**config.mk**
```make
export PLATFORM = sky130hd
export DESIGN_NAME = serial_frame_rx
export DESIGN_NICKNAME = d
export VERILOG_FILES = /design/src/rtl/serial_frame_rx.sv
export SDC_FILE = /design/constraint.sdc
export NUM_CORES = 1
export LEC_CHECK = 0
export BUFFER_PORTS_ARGS = -buffer_cell sky130_fd_sc_hd__buf_2
export CAP_MARGIN = 20
export CORE_ASPECT_RATIO = 1.1
export CORE_MARGIN = 1.5
export CORE_UTILIZATION = 35
export CTS_CLUSTER_SIZE = 30
export DETAILED_ROUTE_END_ITERATION = 7
export GPL_ROUTABILITY_DRIVEN = 0
export PLACE_DENSITY_LB_ADDON = 0.08
export RECOVER_POWER = 25
export SLEW_MARGIN = 40
export SYNTH_ARGS = -nofsm -noshare
export SYNTH_HDL_FRONTEND = slang
export SYNTH_SLANG_ARGS = --single-unit
```
**constraint.sdc**
```tcl
create_clock -name clk -period 1.3 [get_ports clk]
set_input_delay 0.065 -clock clk [delete_from_list [all_inputs] [get_ports clk]]
set_output_delay 0.065 -clock clk [all_outputs]
set_load 0.03 [all_outputs]
```
**src/rtl/serial_frame_rx.sv**
```systemverilog
// Serial-to-parallel frame receiver with a one-word valid/ready output buffer.
// state | meaning:  IDLE | waiting for a start strobe;  SHIFT | frame bits arriving
module serial_frame_rx #(
  parameter int DW = 4
) (
  input  logic          clk,
  input  logic          rst,
  input  logic          enb,
  input  logic          start,
  input  logic          sdi,
  input  logic          msb_first,
  input  logic          ready,
  input  logic          clr,
  output logic [DW-1:0] data,
  output logic          valid,
  output logic          busy,
  output logic          overrun,
  output logic          frame_err
);

  localparam int CW = (DW > 2) ? $clog2(DW) : 1;

  typedef enum logic {IDLE = 1'b0, SHIFT = 1'b1} state_t;

  state_t          state_q, state_d;
  logic [CW-1:0]   cnt_q, cnt_d;
  logic [DW-1:0]   sreg_q, sreg_d;
  logic            msb_q, msb_d;
  logic [DW-1:0]   data_q, data_d;
  logic            valid_q, valid_d;
  logic            ovr_q, ovr_d;
  logic            ferr_q, ferr_d;

  logic            frame_start;
  logic            mid_restart;
  logic            frame_done;
  logic            accept;
  logic [DW-1:0]   word_done;

  function automatic logic [DW-1:0] ins(input logic [DW-1:0] s, input logic b,
                                        input logic m);
    return m ? {s[DW-2:0], b} : {b, s[DW-1:1]};
  endfunction

  always_ff @(posedge clk or negedge rst) begin
    if (!rst) begin
      state_q <= IDLE;
      cnt_q   <= '0;
      sreg_q  <= '0;
      msb_q   <= 1'b0;
      data_q  <= '0;
      valid_q <= 1'b0;
      ovr_q   <= 1'b0;
      ferr_q  <= 1'b0;
    end else begin
      state_q <= state_d;
      cnt_q   <= cnt_d;
      sreg_q  <= sreg_d;
      msb_q   <= msb_d;
      data_q  <= data_d;
      valid_q <= valid_d;
      ovr_q   <= ovr_d;
      ferr_q  <= ferr_d;
    end
  end

  always_comb begin
    frame_start = enb && start;
    mid_restart = enb && start && (state_q == SHIFT);
    frame_done  = enb && !start && (state_q == SHIFT) && (cnt_q == CW'(DW - 1));
    state_d     = state_q;
    if (frame_start)     state_d = SHIFT;
    else if (frame_done) state_d = IDLE;
  end

  always_comb begin
    cnt_d     = cnt_q;
    sreg_d    = sreg_q;
    msb_d     = msb_q;
    word_done = ins(sreg_q, sdi, msb_q);
    accept    = valid_q && ready;
    data_d    = data_q;
    valid_d   = valid_q;
    ovr_d     = clr ? 1'b0 : ovr_q;
    ferr_d    = clr ? 1'b0 : ferr_q;

    // Every frame shifts in DW fresh bits, so stale register contents never leak.
    if (frame_start) begin
      msb_d  = msb_first;
      sreg_d = ins(sreg_q, sdi, msb_first);
      cnt_d  = CW'(1);
    end else if (enb && state_q == SHIFT) begin
      sreg_d = word_done;
      cnt_d  = frame_done ? '0 : cnt_q + CW'(1);
    end

    if (mid_restart) ferr_d = 1'b1;

    if (frame_done) begin
      if (!valid_q || accept) begin
        data_d  = word_done;
        valid_d = 1'b1;
      end else begin
        ovr_d = 1'b1;
      end
    end else if (accept) begin
      valid_d = 1'b0;
    end
  end

  always_comb begin
    busy      = (state_q == SHIFT);
    data      = data_q;
    valid     = valid_q;
    overrun   = ovr_q;
    frame_err = ferr_q;
  end

endmodule

```
==> summary.txt <==
Outcome
  • Status: finished, violations left
  • Failing checks: negative setup slack

Timing
  • Worst hold slack: 0.0795 ns
  • Final Critical Period: 1.36 ns
  • Final Hold Fails: 0
  • RSZ-0062 raised after global routing: yes
  • Final WS setup: -0.0564 ns
  • FMAX: 737 MHz
  • Final worst-path cycle share: 104%
  • Final setup skew: 0.00186 ns
  • Slew @ Worst Pin: 0.833 ns
  • Fin. max-slew vios: 0
  • Setup violators final: 5
  • Slew HR: 44.4%

Synthesis
  • Post-Syn Instances: 73
  • Post-synth cell types: 27
  • Synth Area per Inst: 10.9 um^2
  • Yosys warnings: 0
  • Seq/Total Area, Yosys: 47.0%
  • Asr flop ratio synth: 100%
  • Yosys reg bits: 15
  • Syn_nets: 82
  • Ys flop type: dfrtp_1
  • Syn Std Cell Area: 798 um^2
  • Number of synthesized flops with an enable pin: 0

Placement
  • Dpl ws: -0.0579 ns
  • DPL Wire Length: 1250 um
  • Cells after DPL: 123
  • I/O Buffers: 15

Setup path
  • WP data required: 1.47 ns
  • Worst path max stage delay: 0.37 ns
  • Critical path type: reg -> reg
  • Reg2reg path depth: 4
  • Slowest cell on crit path: dfrtp_1
  • Highest net fanout along the worst path: 4
  • Worst Setup End Kind: register
  • Reg2reg end: data[0]
  • CP Launch Type: register
  • Reg2reg start: cnt_q[0]
  • FF-to-FF setup slack: -0.06 ns
  • Worst path arrival time: 1.53 ns
  • Crit-path cells: ha_2 > nand4b_1 > nor2b_4 > mux2_4

Route
  • Vias: 654
  • Wire per inst: 13.1 um
  • Via-to-Cell Ratio: 4.99
  • DR iter-0 viols: 8
  • Residual DRC: 0
  • Post-Route WL: 1710 um
  • Drt pass-1 iters: 4
  • Antenna Nets Post-Route: 0

Die
  • DIE AREA: 0.00258 mm^2
  • Site Rows: 17
  • Initial Utilization: 38.3%
  • IO Pins: 16
  • Core Footprint: 0.00208 mm^2
  • Die W: 48.5 um
  • Die Y: 53.1 um

Global route
  • Global route total overflow: 0
  • GRT Total Usage: 15.7%
  • Largest net degree at the start of global routing: 16
  • Global-route wire length before repair: 2870 um
  • Vias in the first global route: 629
  • Initial antenna violation count: 0

Clock network
  • Clock Tree Buf Depth: 2
  • Clock Latency Late Sink: 0.28 ns
  • CTS tree: yes
  • CTS Sinks: 15
  • Total CTS buffers: 3
  • H-tree levels: 1
  • Root Buffer: clkbuf_4
  • Clk pin slew, worst setup/hold paths: 0.09 ns

Final layout
  • Nets@finish: 113
  • Syn-to-layout area delta: 29.9%
  • Final Non-Filler Cells: 131
  • Layout cell share with drive strength beyond 1: 38.8%
  • # diodes: 0
  • Most frequent cells in the layout: dfrtp_1, buf_2, buf_4

Worst hold path
  • Number of cells on the worst hold path: 3
  • Hold Path Class: in -> reg
  • Critical hold path startpoint: ready
  • WHS Endpoint: valid

Run
  • Max-Cap Viols: 0

Power and ir drop
  • Leak Pwr: 0.489 nW
  • Peak VDD IR: 0.874 mV
  • P per Cell Area: 1910 mW/mm^2
==> kinds of logic after synthesis <==
family	Yosys count	share of synthesized area, %
DFF	15	47.0
AOI/OAI and AO/OA	16	12.5
buffers and inverters	9	6.90
and+or+nand+nor	20	15.5
muxes	12	16.5
adders and majority gates	1	1.57
==> registers in the layout (all words and copies together), names as in the netlist <==
register   count
data           4
sreg_q         4
frame_err      1
overrun        1
valid          1
busy           1
msb_q          1
cnt_q          2
==> synth_stat cells (2+ instances only) <==
master   instances  area share (%)
dfrtp_1         15              47
mux2_2           6             8.5
nand2_1          6             2.8
inv_1            5             2.4
o22ai_1          5             3.9
a21oi_1          4             2.5
mux2_1           3             4.2
mux2i_1          3             3.8
o21ai_0          3             1.9
a22o_1           2             2.2
nand3_1          2             1.3
nor2_1           2            0.94
nor2b_1          2             1.6
nor3b_1          2             1.9
==> layer usage <==
layer	global-route usage (%)	up-vias	wire length (um)
li1	-	325	-
met3	2.54	4	68
met1	20.7	310	834
met2	22.5	15	761
met4	13.8	0	48
met5	0	-	0
==> metrics by stage <==
step / instance area (um^2) / total power, mW / util [%] / setup TNS (ns)
after floorplan: 821 / 1.36 / - / -0.144
after global placement: 977 / 1.67 / 46.9 / -0.0625
after detailed placement: 977 / 1.67 / 46.9 / -0.190
after CTS: 1030 / 1.98 / 49.5 / -0.295
after global routing: 1040 / 2.14 / 49.8 / -0.550
final: 1040 / 1.98 / 49.8 / -0.209
==> timing repair <==
item,4_1_cts,5_1_grt
resized for setup,0,1
setup endpoints to repair,5,6
hold buffers,2,0
setup buffers,1,1
hold endpoints to repair,17,0
==> worst max-delay path by stage <==
stage,cells past startpoint,startpoint,end
after global routing,4,cnt_q[0],data[2]
after global placement,4,cnt_q[0],data[0]
after floorplan,4,cnt_q[0],data[0]
after CTS,4,cnt_q[0],data[0]
after detailed placement,4,cnt_q[0],data[0]
final,4,cnt_q[0],data[0]
==> report_power, final <==
| part | internal (mW) | switching [mW] |
|---|---|---|
| Clock | 0.119 | 0.153 |
| Combinational | 0.466 | 0.471 |
| Sequential | 0.634 | 0.136 |
| Total | 1.22 | 0.760 |
==> worst max-delay path: cells and delay by family, from the launching register on <==
family | cells | cell delay, ns
simple gates | 2 | 0.39
flops | 1 | 0.37
mux | 1 | 0.31
fa+ha+maj | 1 | 0.18
==> layout make-up <==
cell class / instances / area (um^2)
inverters: 5 / 18.8
well taps: 28 / 35.0
fillers: 207 / 1050
multi-input cells: 49 / 389
repair buffers: 30 / 191
clock buffers: 4 / 26.3
flip-flops and latches: 15 / 377
(Power assumes the default switching activity.)
